**config.mk**
```make
export PLATFORM = sky130hd
export DESIGN_NAME = maxpool2x2_stream
export DESIGN_NICKNAME = d
export VERILOG_FILES = /design/src/rtl/maxpool2x2_stream.sv
export SDC_FILE = /design/constraint.sdc
export NUM_CORES = 1
export LEC_CHECK = 0
export ABC_AREA = 1
export CAP_MARGIN = 40
export CORE_UTILIZATION = 50
export CTS_CLUSTER_SIZE = 20
export DETAILED_ROUTE_END_ITERATION = 12
export PLACE_DENSITY = 0.82
export SETUP_SLACK_MARGIN = 0.1
export SYNTH_ARGS = -nofsm -noshare
export SYNTH_HDL_FRONTEND = slang
export SYNTH_SLANG_ARGS = --single-unit
```
**constraint.sdc**
```tcl
create_clock -name clk -period 2.56 [get_ports clk]
set_input_delay 0.256 -clock clk [delete_from_list [all_inputs] [get_ports clk]]
set_output_delay 0.256 -clock clk [all_outputs]
set_load 0.01 [all_outputs]
```
**src/rtl/maxpool2x2_stream.sv**
```systemverilog
// Streaming 2x2 signed max-pool over raster-order conv outputs; optional ReLU fused in via RELU_EN.
// Latency: out_valid one cycle after the odd-row/odd-col input pixel.
// Backpressure: none; downstream must take every out_valid strobe, bubbles on in_valid are absorbed.
module maxpool2x2_stream #(
    parameter int IMG_W = 8,
    parameter int IMG_H = 8
) (
    input  logic              clk,
    input  logic              reset,
    input  logic              frame_start,
    input  logic              in_valid,
    input  logic signed [7:0] in_data,
    output logic              out_valid,
    output logic signed [7:0] out_data,
    output logic              out_last
);

    localparam int CW = $clog2(IMG_W);
    localparam int RW = $clog2(IMG_H);
    localparam int LW = (IMG_W > 2) ? $clog2(IMG_W / 2) : 1;

    function automatic logic signed [7:0] smax(input logic signed [7:0] a,
                                               input logic signed [7:0] b);
        return (a > b) ? a : b;
    endfunction

    logic [CW-1:0]     col;
    logic [RW-1:0]     row;
    logic signed [7:0] h_reg;
    logic signed [7:0] linebuf [IMG_W/2];

    logic [CW-1:0]     cur_col;
    logic [RW-1:0]     cur_row;
    logic [LW-1:0]     lb_idx;
    logic signed [7:0] pix;
    logic signed [7:0] hmax;
    logic              col_odd;
    logic              row_odd;
    logic              col_end;
    logic              row_end;

    // frame_start retargets the current pixel to (0,0) before anything is decided from position.
    always_comb begin
        cur_col = frame_start ? '0 : col;
        cur_row = frame_start ? '0 : row;
        lb_idx  = LW'(cur_col >> 1);
        col_odd = cur_col[0];
        row_odd = cur_row[0];
        col_end = (cur_col == CW'(IMG_W - 1));
        row_end = (cur_row == RW'(IMG_H - 1));
`ifdef RELU_EN
        pix = (in_data < 0) ? 8'sd0 : in_data;
`else
        pix = in_data;
`endif
        hmax = smax(h_reg, pix);
    end

    always_ff @(posedge clk) begin
        if (!reset) begin
            col       <= '0;
            row       <= '0;
            h_reg     <= '0;
            out_valid <= 1'b0;
            out_data  <= '0;
            out_last  <= 1'b0;
        end else begin
            out_valid <= 1'b0;
            out_last  <= 1'b0;
            if (in_valid) begin
                if (!col_odd) begin
                    h_reg <= pix;
                end else if (row_odd) begin
                    out_valid <= 1'b1;
                    out_data  <= smax(linebuf[lb_idx], hmax);
                    out_last  <= row_end && col_end;
                end
                if (col_end) begin
                    col <= '0;
                    row <= row_end ? '0 : cur_row + RW'(1);
                end else begin
                    col <= cur_col + CW'(1);
                    row <= cur_row;
                end
            end else if (frame_start) begin
                col <= '0;
                row <= '0;
            end
        end
    end

    // Line buffer is deliberately left unreset; every odd row reads only entries its even row just wrote.
    always_ff @(posedge clk) begin
        if (reset && in_valid && col_odd && !row_odd) begin
            linebuf[lb_idx] <= hmax;
        end
    end

endmodule

```
==> impl_results.md, run 1 <==
- Status: complete, but fails checks
- Failing checks: setup timing
- Slew Limit Headroom: 0.674
- Starting density of the core: 0.523
- Syn nets: 380
- Warnings from Yosys: 0
- Reg-to-reg startpoint: h_reg[0]$_SDFFE_PN0P_
- Clock slew at reported path FFs: approximately 100 ps
- Setup crit start: h_reg[0]$_SDFFE_PN0P_
- Residual DRC count: 0
- Die H: about 78 um
- Kind of critical path: reg -> reg
- DRT Wirelength: between 9000 and 10,000 um
- ANT cells: 0
- HPWL Detailed: 5250 um
- Row cnt: 27
- Clk sinks: 56
- RSZ-0062 raised after global routing: yes
- Final Cell Area: ~4200 um^2
- Total core area: 5570 um^2
- Clock Power Share: 0.223
- Vias per std cell: roughly 5.7
- Fmax: approximately 310 MHz
- Worst Path Buf+Inv: 5
- Global-route wire length before repair: between 10,000 and 15,000 um
- Die W: between 70 and 80 um
- GRT Residual Overflow: 0
- Drt first pass iters: 5
- Worst Hold Class: in -> reg
- Crit start category: flop
- Flop2flop setup slack: -680 ps
- Register bit total from synthesis: 56
- Pins over their slew limit: 0
- CTS Root Cell: clkbuf_8
- Vias: roughly 3.0k
- Endpoints failing setup: 8
- Average wire per standard cell: ~18 um
- Max VDD drop: about 0.40 mV
- Gate power share: 0.327
- Worst Clk Skew: approximately 8.5 ps
- Maxcap violations: 0
- Switching fraction of total power: 0.328
- Area growth, synth to finish: 45.0%
- Slowest cell on the critical path: dfxtp_2
- Worst endpoint data arrival time: roughly 3500 ps
- Crit end category: flop
- Longest Clk Path Bufs: 2
- Filler Cells Inserted: 351
- Library cells used by synthesis: 26
- Post-layout minimum cycle time: 3240 ps
- Initial DRC count: between 200 and 300
- Number of flip-flops in the largest register: 32
- CP Cell Sequence: inv_2 > ha_1 > inv_1 > nand2_1 > nand2_1 > nand2_2 > nand2_2 > nand2_4 > buf_4 > nand3_2 > nand4_1 > nand2_2 > inv_1 > ha_1 > a21oi_1 > nand2_1 > nand2_2 > nand2_2 > nand3_1 > nand2_1 > inv_1 > nand2_1 > a21oi_2
- Htree depth: 2
- Psw: between 0.7 and 0.8 mW
- Pint: ~1.5 mW
- Syn Area/Cell: 8.37 um^2
- Die ar.: 6130 um^2
- Nets: 486
- Aggregate global-route resource usage: 0.288
- Largest net degree at the start of global routing: 19
- Post-Syn Area: between 2000 and 3000 um^2
- Power Total: 2.22 mW
- Register area share after synthesis: 0.495
- Initial antenna violation count: 0
- Final hold violations: 0
- Worst skew pair latency: about 320 ps
- Number of I/O port buffers: 21
- Number of global-route vias before repair: 2,872
- Fin crit share: 1.26
- Cell count after synthesis: roughly 350
- Final setup margin: -678 ps
- CTS tree: built
- Placer Congestion: 0.985
- I/O pin total: 22
- Place WS: -780 ps
- Critical path's top delay family: simple AND/OR/NAND/NOR gates
- Static leakage: between 1.5 and 2 nW
- Crit path max fanout: 4
- Power per cell area: 526 nW/um^2
- Share of post-route cells with drive strength above 1: 0.389
- Worst hold start: in_data[1]
- Placed Area: ~3800 um^2
- Worst Tran Pin Value: ~500 ps
- Sequential share of power: 0.449
- Worst EP required: ~2800 ps
- ANT nets after route: 0
- TritonCTS Buffers: 5
- Worst stage delay on the critical path: about 350 ps
cell usage after synthesis:
| library cell | instances | area share |
|---|---|---|
| nand4_1 | 10 | 0.021 |
| edfxtp_1 | 32 | 0.33 |
| nand3_4 | 1 | 0.0060 |
| nor3_4 | 1 | 0.0056 |
| buf_4 | 1 | 0.0026 |
| nor2_1 | 21 | 0.027 |
| nand3_2 | 1 | 0.0034 |
| and3_1 | 1 | 0.0021 |
| nand3_1 | 24 | 0.041 |
| ha_1 | 20 | 0.086 |
| nand2_1 | 98 | 0.13 |
| a21o_1 | 1 | 0.0026 |
| dfxtp_1 | 24 | 0.16 |
| a21oi_1 | 28 | 0.048 |
| o21ai_0 | 13 | 0.022 |
| clkinv_1 | 1 | 0.0013 |
| nor3_1 | 3 | 0.0052 |
| inv_2 | 3 | 0.0039 |
| clkbuf_1 | 1 | 0.0013 |
| nor2_4 | 1 | 0.0039 |
| inv_1 | 51 | 0.066 |
| buf_2 | 1 | 0.0017 |
| nand4_2 | 1 | 0.0043 |
| nor2_2 | 4 | 0.0086 |
| nand2_4 | 1 | 0.0039 |
| nand2_2 | 5 | 0.011 |
through the flow:
stage               std cells  setup TNS (ps)   util  hold slack, ps
finish                    527           -4450  0.758             366
global route              527           -5030  0.758             380
CTS                       513            -864  0.730             366
detailed placement        496           -6060  0.677             462
global placement          496           -5160  0.677             457
floorplan                 348               0      -             387
power by group through the flow:
stage / combinational (mW) / sequential, mW / clock (mW)
final: 0.727 / 0.997 / 0.496
after global routing: 0.767 / 0.999 / 0.530
after CTS: 0.614 / 0.997 / 0.495
after detailed placement: 0.515 / 1.02 / 0
after global placement: 0.493 / 1.01 / 0
after floorplan: 0.308 / 1.01 / 0
area by class of cell:
class / instances / area (um^2) / share of cell area
timing repair buffer: 99 / 786 / 0.186
clock buffer: 5 / 68.8 / 0.0163
clock inverter: 3 / 21.3 / 0.00504
multi-input combinational: 237 / 1600 / 0.379
sequential: 56 / 1450 / 0.343
tap: 72 / 90.1 / 0.0213
inverter: 55 / 209 / 0.0495
worst register-to-register path, stage by stage, from the launching register on:
cell	delay, ps
dfxtp_2	350
inv_2	40
ha_1	170
inv_1	80
nand2_1	90
nand2_1	110
nand2_2	60
nand2_2	90
nand2_4	80
buf_4	140
nand3_2	100
nand4_1	210
nand2_2	150
inv_1	50
ha_1	350
a21oi_1	230
nand2_1	90
nand2_2	110
nand2_2	100
nand3_1	100
nand2_1	70
inv_1	130
nand2_1	110
a21oi_2	150
final timing paths:
path                                            endpoint  cells past startpoint
worst max register to register  out_data[3]$_SDFFE_PN0P_                     23
worst min register to register     h_reg[0]$_SDFFE_PN0P_                      2
worst max-delay path            out_data[3]$_SDFFE_PN0P_                     23
worst min-delay path               h_reg[1]$_SDFFE_PN0P_                      3
timing repair:
action                     4_1_cts  5_1_grt
resized for setup               43       18
setup endpoints to repair        8        8
cloned                           3        0
hold endpoints to repair         0        0
hold buffers                     0        0
setup buffers                    6       14
pin swaps                       35       22
cells by family (layout without fill, tap and decap cells):
group | Yosys count | after routing | synth area share
AO/OA/AOI/OAI | 42 | 42 | 0.0730
buffers and inverters | 58 | 162 | 0.0765
flip-flops | 56 | 56 | 0.495
AND/OR/NAND/NOR | 172 | 175 | 0.270
adder cells (fa/ha/maj) | 20 | 20 | 0.0859
layer usage:
| layer | wire [um] | up-vias | track usage |
|---|---|---|---|
| met3 | 744 | 55 | 0.0547 |
| li1 | - | 1365 | - |
| met4 | 570 | 0 | 0.161 |
| met2 | 4570 | 213 | 0.517 |
| met1 | 3360 | 1345 | 0.320 |
| met5 | 0 | - | 0 |
layout by cell type (no fill, tap or decap), drive strengths merged:
cell,instances
a21o,1
a21oi,28
and3,1
buf,78
clkbuf,5
clkdlybuf4s50,13
clkinv,2
clkinvlp,1
dfxtp,24
dlygate4sd2,8
edfxtp,32
ha,20
inv,55
nand2,106
nand3,27
nand4,11
nor2,26
nor3,4
o21ai,13
Power figures use the tool's default switching activity.
==> inputs of run 2 (changes only) <==
--- a/config.mk
+++ b/config.mk
@@ -12,6 +12,7 @@
 export DETAILED_ROUTE_END_ITERATION = 12
 export PLACE_DENSITY = 0.82
 export SETUP_SLACK_MARGIN = 0.1
+export SKIP_LAST_GASP = 1
 export SYNTH_ARGS = -nofsm -noshare
 export SYNTH_HDL_FRONTEND = slang
 export SYNTH_SLANG_ARGS = --single-unit
==> results of run 2 <==
Same layout as run 1: the final DEF is identical, and so are final timing and power.
